$ cat config.mk
export PLATFORM = sky130hd
export DESIGN_NAME = mem_arbiter
export DESIGN_NICKNAME = d
export VERILOG_FILES = /design/src/rtl/mem_arbiter_pkg.sv /design/src/rtl/mem_arbiter_rr_arb2.sv /design/src/rtl/mem_arbiter.sv
export SDC_FILE = /design/constraint.sdc
export NUM_CORES = 1
export LEC_CHECK = 0
export CORE_AREA = 2 2 366 368
export CTS_CLUSTER_SIZE = 28
export DETAILED_ROUTE_END_ITERATION = 8
export DIE_AREA = 0 0 368 370
export DONT_BUFFER_PORTS = 1
export GPL_ROUTABILITY_DRIVEN = 0
export HOLD_SLACK_MARGIN = 0.15
export PLACE_DENSITY = 0.3
export SETUP_SLACK_MARGIN = 0.4
export SYNTH_ARGS = -nofsm -noshare
export SYNTH_HDL_FRONTEND = slang
export SYNTH_SLANG_ARGS = --single-unit
$ cat constraint.sdc
create_clock -name clk -period 2.4 [get_ports clk]
set_input_delay 0.12 -clock clk [delete_from_list [all_inputs] [get_ports clk]]
set_output_delay 0.12 -clock clk [all_outputs]
set_load 0.01 [all_outputs]
$ cat src/rtl/mem_arbiter_pkg.sv
// Shared types and constants for the I$/D$ memory-port arbiter.
package mem_arbiter_pkg;

  typedef enum logic [1:0] {
    ST_IDLE  = 2'd0,
    ST_REQ   = 2'd1,
    ST_WDATA = 2'd2
  } state_e;

  localparam logic CLIENT_IC = 1'b0;
  localparam logic CLIENT_DC = 1'b1;

  // The requester ID travels in the MSB of the memory-side tag.
  function automatic int unsigned tag_id_bit(input int unsigned tag_bits);
    return tag_bits - 1;
  endfunction

  function automatic int unsigned beat_cnt_bits(input int unsigned beats);
    return (beats > 1) ? $clog2(beats) : 1;
  endfunction

endpackage

$ cat src/rtl/mem_arbiter_rr_arb2.sv
// Two-requester round-robin selector; a tie goes to the client not granted last.
module mem_arbiter_rr_arb2
  import mem_arbiter_pkg::*;
(
  input  logic       clk,
  input  logic       reset,
  input  logic [1:0] i_req,
  input  logic       i_update,
  output logic       o_grant_c
);

  logic r_last_grant;

  always_comb begin
    o_grant_c = ~r_last_grant;
    if (i_req == 2'b01)      o_grant_c = CLIENT_IC;
    else if (i_req == 2'b10) o_grant_c = CLIENT_DC;
  end

  // Reset to DC so the IC wins the first tie.
  always_ff @(posedge clk) begin
    if (!reset)        r_last_grant <= CLIENT_DC;
    else if (i_update) r_last_grant <= o_grant_c;
  end

endmodule

$ cat src/rtl/mem_arbiter.sv
// Shares one memory port between I$ and D$; locks to a writer until all beats are sent.
// Optional macro MEM_ARB_PERF_CNT_EN adds grant and wait counters.
module mem_arbiter
  import mem_arbiter_pkg::*;
#(
  parameter int unsigned ADDR_BITS  = 28,
  parameter int unsigned DATA_BITS  = 128,
  parameter int unsigned TAG_BITS   = 5,
  parameter int unsigned DATA_BEATS = 4
) (
  input  logic                   clk,
  input  logic                   reset,
  input  logic                   ic_req_valid,
  output logic                   ic_req_ready,
  input  logic                   ic_req_rw,
  input  logic [ADDR_BITS-1:0]   ic_req_addr,
  input  logic [TAG_BITS-2:0]    ic_req_tag,
  input  logic                   ic_req_data_valid,
  output logic                   ic_req_data_ready,
  input  logic [DATA_BITS-1:0]   ic_req_data_bits,
  input  logic [DATA_BITS/8-1:0] ic_req_data_mask,
  output logic                   ic_resp_valid,
  output logic [TAG_BITS-2:0]    ic_resp_tag,
  output logic [DATA_BITS-1:0]   ic_resp_data,
  input  logic                   dc_req_valid,
  output logic                   dc_req_ready,
  input  logic                   dc_req_rw,
  input  logic [ADDR_BITS-1:0]   dc_req_addr,
  input  logic [TAG_BITS-2:0]    dc_req_tag,
  input  logic                   dc_req_data_valid,
  output logic                   dc_req_data_ready,
  input  logic [DATA_BITS-1:0]   dc_req_data_bits,
  input  logic [DATA_BITS/8-1:0] dc_req_data_mask,
  output logic                   dc_resp_valid,
  output logic [TAG_BITS-2:0]    dc_resp_tag,
  output logic [DATA_BITS-1:0]   dc_resp_data,
  output logic                   mem_req_valid,
  input  logic                   mem_req_ready,
  output logic                   mem_req_rw,
  output logic [ADDR_BITS-1:0]   mem_req_addr,
  output logic [TAG_BITS-1:0]    mem_req_tag,
  output logic                   mem_req_data_valid,
  input  logic                   mem_req_data_ready,
  output logic [DATA_BITS-1:0]   mem_req_data_bits,
  output logic [DATA_BITS/8-1:0] mem_req_data_mask,
  input  logic                   mem_resp_valid,
  input  logic [TAG_BITS-1:0]    mem_resp_tag,
  input  logic [DATA_BITS-1:0]   mem_resp_data
`ifdef MEM_ARB_PERF_CNT_EN
  ,
  output logic [31:0]            ic_grant_cnt,
  output logic [31:0]            dc_grant_cnt,
  output logic [31:0]            wait_cnt
`endif
);

  localparam int unsigned MASK_BITS = DATA_BITS / 8;
  localparam int unsigned ID_BIT    = tag_id_bit(TAG_BITS);
  localparam int unsigned CNT_BITS  = beat_cnt_bits(DATA_BEATS);
  localparam logic [CNT_BITS-1:0] LAST_BEAT = CNT_BITS'(DATA_BEATS - 1);

  state_e              r_state;
  logic                r_owner;
  logic [CNT_BITS-1:0] r_beat_cnt;

  logic                 w_grant;
  logic                 w_any_req;
  logic                 w_arb_update;
  logic                 w_own_valid;
  logic                 w_other_valid;
  logic                 w_own_rw;
  logic [ADDR_BITS-1:0] w_own_addr;
  logic [TAG_BITS-2:0]  w_own_tag;
  logic                 w_own_dvalid;
  logic [DATA_BITS-1:0] w_own_dbits;
  logic [MASK_BITS-1:0] w_own_dmask;
  logic                 w_in_req;
  logic                 w_in_wdata;
  logic                 w_req_hs;
  logic                 w_data_hs;

  assign w_any_req    = ic_req_valid | dc_req_valid;
  assign w_arb_update = (r_state == ST_IDLE) && w_any_req;

  mem_arbiter_rr_arb2 u_rr_arb2 (
    .clk       (clk),
    .reset     (reset),
    .i_req     ({dc_req_valid, ic_req_valid}),
    .i_update  (w_arb_update),
    .o_grant_c (w_grant)
  );

  // Owner-side mux of both request channels.
  always_comb begin
    w_own_valid   = ic_req_valid;
    w_other_valid = dc_req_valid;
    w_own_rw      = ic_req_rw;
    w_own_addr    = ic_req_addr;
    w_own_tag     = ic_req_tag;
    w_own_dvalid  = ic_req_data_valid;
    w_own_dbits   = ic_req_data_bits;
    w_own_dmask   = ic_req_data_mask;
    if (r_owner == CLIENT_DC) begin
      w_own_valid   = dc_req_valid;
      w_other_valid = ic_req_valid;
      w_own_rw      = dc_req_rw;
      w_own_addr    = dc_req_addr;
      w_own_tag     = dc_req_tag;
      w_own_dvalid  = dc_req_data_valid;
      w_own_dbits   = dc_req_data_bits;
      w_own_dmask   = dc_req_data_mask;
    end
  end

  // Gating by reset keeps every handshake low while reset is asserted.
  assign w_in_req   = reset && (r_state == ST_REQ);
  assign w_in_wdata = reset && (r_state == ST_WDATA);
  assign w_req_hs   = w_in_req && w_own_valid && mem_req_ready;
  assign w_data_hs  = w_in_wdata && w_own_dvalid && mem_req_data_ready;

  always_comb begin
    mem_req_valid      = w_in_req && w_own_valid;
    mem_req_rw         = w_own_rw;
    mem_req_addr       = w_own_addr;
    mem_req_tag        = {r_owner, w_own_tag};
    ic_req_ready       = w_in_req && (r_owner == CLIENT_IC) && mem_req_ready;
    dc_req_ready       = w_in_req && (r_owner == CLIENT_DC) && mem_req_ready;
    mem_req_data_valid = w_in_wdata && w_own_dvalid;
    mem_req_data_bits  = w_in_wdata ? w_own_dbits : '0;
    mem_req_data_mask  = w_in_wdata ? w_own_dmask : '0;
    ic_req_data_ready  = w_in_wdata && (r_owner == CLIENT_IC) && mem_req_data_ready;
    dc_req_data_ready  = w_in_wdata && (r_owner == CLIENT_DC) && mem_req_data_ready;
  end

  // Responses steer by tag ID bit; data and stripped tag go to both clients.
  always_comb begin
    ic_resp_valid = reset && mem_resp_valid && (mem_resp_tag[ID_BIT] == CLIENT_IC);
    dc_resp_valid = reset && mem_resp_valid && (mem_resp_tag[ID_BIT] == CLIENT_DC);
    ic_resp_tag   = mem_resp_tag[TAG_BITS-2:0];
    dc_resp_tag   = mem_resp_tag[TAG_BITS-2:0];
    ic_resp_data  = mem_resp_data;
    dc_resp_data  = mem_resp_data;
  end

  always_ff @(posedge clk) begin
    if (!reset) begin
      r_state    <= ST_IDLE;
      r_owner    <= CLIENT_IC;
      r_beat_cnt <= '0;
    end else begin
      case (r_state)
        ST_IDLE: begin
          if (w_any_req) begin
            r_owner <= w_grant;
            r_state <= ST_REQ;
          end
        end
        ST_REQ: begin
          if (w_req_hs) begin
            r_beat_cnt <= '0;
            r_state    <= w_own_rw ? ST_WDATA : ST_IDLE;
          end
        end
        ST_WDATA: begin
          if (w_data_hs) begin
            if (r_beat_cnt == LAST_BEAT) begin
              r_beat_cnt <= '0;
              r_state    <= ST_IDLE;
            end else begin
              r_beat_cnt <= r_beat_cnt + CNT_BITS'(1);
            end
          end
        end
        default: r_state <= ST_IDLE;
      endcase
    end
  end

`ifdef MEM_ARB_PERF_CNT_EN
  logic w_grant_ic;
  logic w_grant_dc;
  logic w_waiting;

  assign w_grant_ic = w_arb_update && (w_grant == CLIENT_IC);
  assign w_grant_dc = w_arb_update && (w_grant == CLIENT_DC);
  assign w_waiting  = (r_state != ST_IDLE) && w_other_valid;

  // Saturating event counters.
  always_ff @(posedge clk) begin
    if (!reset) begin
      ic_grant_cnt <= '0;
      dc_grant_cnt <= '0;
      wait_cnt     <= '0;
    end else begin
      if (w_grant_ic && (ic_grant_cnt != '1)) ic_grant_cnt <= ic_grant_cnt + 32'd1;
      if (w_grant_dc && (dc_grant_cnt != '1)) dc_grant_cnt <= dc_grant_cnt + 32'd1;
      if (w_waiting && (wait_cnt != '1))      wait_cnt     <= wait_cnt + 32'd1;
    end
  end
`else
  logic w_unused_other;
  assign w_unused_other = w_other_valid;
`endif

endmodule

* After elaboration in Yosys (flattened, before gate mapping)
Index checks and enable logic that the tools add are counted.
Word-level totals: register bits 6, input bits 496, word-level logic and storage cells 62
Cells by class: add/subtract/negate cells 1, equality and inequality tests 9, muxes and demuxes 21, bitwise operators 4, reduce and logical (&&, ||, !) cells 23
Operators by type and width (number):
- 2-to-1 mux 128 bit | 2
- 2-to-1 mux 16 bit | 2
- 2-to-1 mux 28 bit | 1
- logical AND 1 bit | 18
- 2-to-1 mux 2 bit | 8
- == test 2 bit, second input constant | 3
- inequality test 2 bit, second input constant | 3
- one-hot mux 2 bit (3 select lines) | 1
- 2-to-1 mux 1 bit | 5
- == test 2 x 1 -> 1 bit, second input constant | 2
- 2-to-1 mux 4 bit | 1
- one-hot mux 2 bit (2 select lines) | 1
- AND reduction 4 bit | 1
- inverter 1 bit | 3
- AND reduction 3 bit | 1
- adder 2 x 1 -> 2 bit, second input constant | 1
- zero test 2 bit | 1
- inequality test 2 x 1 -> 1 bit, second input constant | 1
- AND reduction 2 bit | 1
- nonzero test 2 bit | 1
- OR 1 bit | 1

* Longest topological paths before layout
word-level depth 6, mapped depth 6, gate-level depth less buffers 3

* By module
From an unflattened synthesis, not the netlist that was laid out.
Second synthesis, totals: cells, all modules 676, area total of the unflattened synthesis 5031.1 µm²
Modules (own cells, without submodules):
- mem_arbiter | instances 1, cells each 668, area each 4966.0 µm²
- mem_arbiter_rr_arb2 | instances 1, cells each 8, area each 65.1 µm²

* Worst setup path after synthesis
OpenSTA, ideal clock, no wires.
path type reg2out, from reg r_state[0], to out mem_req_data_bits[100], arrival 1.319 ns, path slack 0.961 ns, stages on the path, launching flop included 7, buffers on the path 3, cells stage by stage dfxtp_1 > and3b_1 > and2_1 > buf_6 > buf_6 > buf_6 > a22o_1
On the way: cells in the longest elaborated chain, start to end 3
RTL lines:
- start: declaration | line mem_arbiter.sv:62 | state_e r_state;
- start signal: assignment | line mem_arbiter.sv:161 | r_state <= w_own_rw ? ST_WDATA : ST_IDLE;
- == test 2 bit | line mem_arbiter.sv:117 | assign w_in_wdata = reset && (r_state == ST_WDATA);
- logical AND 1 bit | line mem_arbiter.sv:117
- 2-to-1 mux 128 bit | line mem_arbiter.sv:129 | mem_req_data_bits = w_in_wdata ? w_own_dbits : '0;
- end: declaration | line mem_arbiter.sv:44 | output logic [DATA_BITS-1:0] mem_req_data_bits,
No other way between the ends.

* Final worst setup path
from reg r_owner, to out mem_req_addr[17]
On the way: cells in the longest elaborated chain, start to end 1
RTL lines:
- start: declaration | line mem_arbiter.sv:63 | logic r_owner;
- start signal: assignment | line mem_arbiter.sv:154 | r_owner <= w_grant;
- 2-to-1 mux 28 bit | line mem_arbiter.sv:103 | if (r_owner == CLIENT_DC) begin
- end: declaration | line mem_arbiter.sv:40 | output logic [ADDR_BITS-1:0] mem_req_addr,
No other way between the ends.

==> impl_metrics.ini <==
[outcome]
status = finished clean

[logic_synthesis]
ys_types = 28
synth_fa_ha_area_frac = 0.002946
synthMuxAreaShare = 0.09753
synthSimpleGateAreaFrac = 0.03654
synth_cells = 523
ys_seq_area_frac = 0.02829
synth_flop_cell = dfxtp_1
syn-num-nets = 1020
ys_ff_latch = 6
synth_top_family_by_area = buffers and inverters
synth-compound-area-share = 0.3097
syn_area_sq_mm = 0.004247
yosys_warnings = 0
syn_avg_cell_area_sq_um = 8.120
synth_edf_count = 0
synth_xor_area_frac = 0
postSynth.asyncResetShare = 0

[clock_network]
clock-sinks = 6
cts_inserted_buffers = 3
cts_tree = yes
clkSlewWorstSetupHoldPaths_ns = 0.03
root_buffer = clkbuf_16
clk_latency_ns = 0.23
clock_path_buffers = 2
htreeDepth = 1

[timing]
relSlewSlack = 0.6217
setup-tns-final_ns = 0
post-route-period-util = 0.8122
fmax_mhz = 513.0
clock_skew_ns = 0.001087
finalMaxSlewViolations = 0
min_period_ns = 1.949
worst_pin_slew_ns = 0.5695
hold_viol_final = 0
finalSetupViolations = 0
rsz0062_at_grt = no

[setup_path]
end_kind = primary output
slowest_stage = mux2_2
r2r_end = u_rr_arb2.r_last_grant$_SDFFE_PN1P_
timing.rr.start = r_state[0]$_SDFFE_PN0P_
r2r_slack_ns = 0.69
required_ns = 2.28
crit_family = multiplexers
reg2reg_depth = 4
critPathArrivalTime_ns = 1.83
critPathBufInv = 1
crit_type = flop to primary output
crit_fanout = 26
critPathLaunchType = flop
max_stage_delay_ns = 0.59
cp_cell_sequence = buf_4 > mux2_2

[grt]
first_global_vias = 3491
overflow = 0
grt_start_max_net_pins = 39
grt_antenna_before_repair = 32
grt_usage = 0.08629
grt_pass1_wl_mm = 70.37

[detailed_routing]
wl_mm = 62.74
ant_nets = 0
vias = 3608
firstDrtPassIters = 4
drc_errors = 0
viasPerCell = 1.714
drt_iter0_markers = 249
wl_per_cell_um = 29.81

[cells_and_area]
final_common_cell = a22o_1
finish.utilization = 0.04650
drive_gt1_frac = 0.4389
area_delta_synth_final_pct = 45.02
final_cell_mix = 142 x a22o_1, 73 x buf_12, 35 x mux2_2, 11 x buf_4, 7 x nand2_1
final_nets = 817
fillers = 15730

[die]
core_sq_mm = 0.1325
dieArea_sq_mm = 0.1362
io_pins = 946
die-height_um = 370
fp-row-count = 134
initial_core_util = 0.03206
die_x_um = 368

[min_path]
hp-start = mem_req_data_ready
worst_hold_path.endpoint = r_state[1]$_SDFFE_PN0P_
holdPathStages = 2
hold_path.class = primary input to flop

[flow_run]
maxCapViolations = 0

[place]
dp_hpwl_mm = 57.91
portBuffers = 0

[power_and_ir_drop]
peakVddDrop_v = 0.0001663
p_per_area_mw_per_mm2 = 121.9
finalPower_mw = 0.7505
p_leak_nw = 1.563
==> layout make-up <==
class                           instances  area [sq um]  share of cell area
Tap cell                             1768          2212              0.3592
Antenna cell                           18         45.04            0.007314
Timing Repair Buffer                   94          1774              0.2881
Clock buffer                            4         78.83             0.01280
Multi-Input combinational cell        214          1918              0.3115
Sequential cell                         6         126.4             0.02052
Inverter                                1         3.754           0.0006095
==> worst max-delay path by stage <==
stage,from,end,slack (ns),cells past startpoint
after detailed placement,r_state[1]$_SDFFE_PN0P_,mem_req_data_bits[21],0.56,6
final,r_owner$_SDFFE_PN0P_,mem_req_addr[17],0.45,2
after global placement,r_state[1]$_SDFFE_PN0P_,mem_req_data_bits[85],0.62,6
after floorplan,r_state[0]$_SDFFE_PN0P_,mem_req_data_bits[100],0.96,6
after CTS,r_state[0]$_SDFFE_PN0P_,mem_req_data_bits[21],0.40,6
after global routing,r_state[0]$_SDFFE_PN0P_,mem_req_data_bits[48],0.43,5
==> through the flow <==
| stage | area [sq um] | worst slack (ns) | hold slack, ns | instances |
|---|---|---|---|---|
| floorplan | 4247 | 0.9610 | 0.2812 | 523 |
| finish | 6158 | 0.4507 | 0.1625 | 2105 |
| global placement | 5806 | 0.6230 | 0.2360 | 2071 |
| global route | 6126 | 0.4280 | 0.1849 | 2092 |
| detailed placement | 5806 | 0.5613 | 0.2401 | 2071 |
| CTS | 6068 | 0.4032 | 0.1669 | 2086 |
==> state kept, by name, indices dropped and copies added (netlist names) <==
name,count
r_beat_cnt,2
r_state,2
r_owner,1
u_rr_arb2.r_last_grant,1
==> metal layers <==
layer  part of all wire  global-route usage
met5             0.0029                   0
met1               0.37             0.09300
met4              0.015             0.01154
met3               0.18             0.07200
met2               0.44              0.1320
==> cells by family (layout without fill, tap and decap cells) <==
| kind of cell | count (synthesis) | count (layout) |
|---|---|---|
| other cells | 0 | 18 |
| simple gates | 25 | 25 |
| fa+ha+maj | 1 | 1 |
| buf+inv | 303 | 99 |
| mux | 37 | 37 |
| compound gates | 151 | 151 |
| flops | 6 | 6 |
==> power breakdown <==
group          leakage [nW]  internal [mW]  switching [mW]
combinational          1.47          0.127           0.221
sequential           0.0505          0.106          0.0118
clock                0.0383          0.221          0.0634
==> cells in the mapped netlist (2+ instances only) <==
cell type,count,area (sq um)
and3_1,2,12.51
a22o_1,144,1261
buf_6,8,90.09
mux2i_1,2,20.02
nor2b_1,2,12.51
nand2_1,7,26.28
dfxtp_1,6,120.1
or3b_2,2,17.52
a32oi_1,2,17.52
nor2_1,2,7.510
buf_4,266,1997
buf_2,27,135.1
and2_1,4,25.02
mux2_2,35,394.1
==> repair_timing <==
item | CTS | global route
endpoints found under the setup margin | 71 | 19
endpoints found under the hold margin | 5 | 0
buffers inserted | 5 | 0
gates resized for setup | 5 | 4
cloned | 3 | 1
pin swaps | 2 | 0
hold buffers | 3 | 0
(Power assumes the default switching activity.)
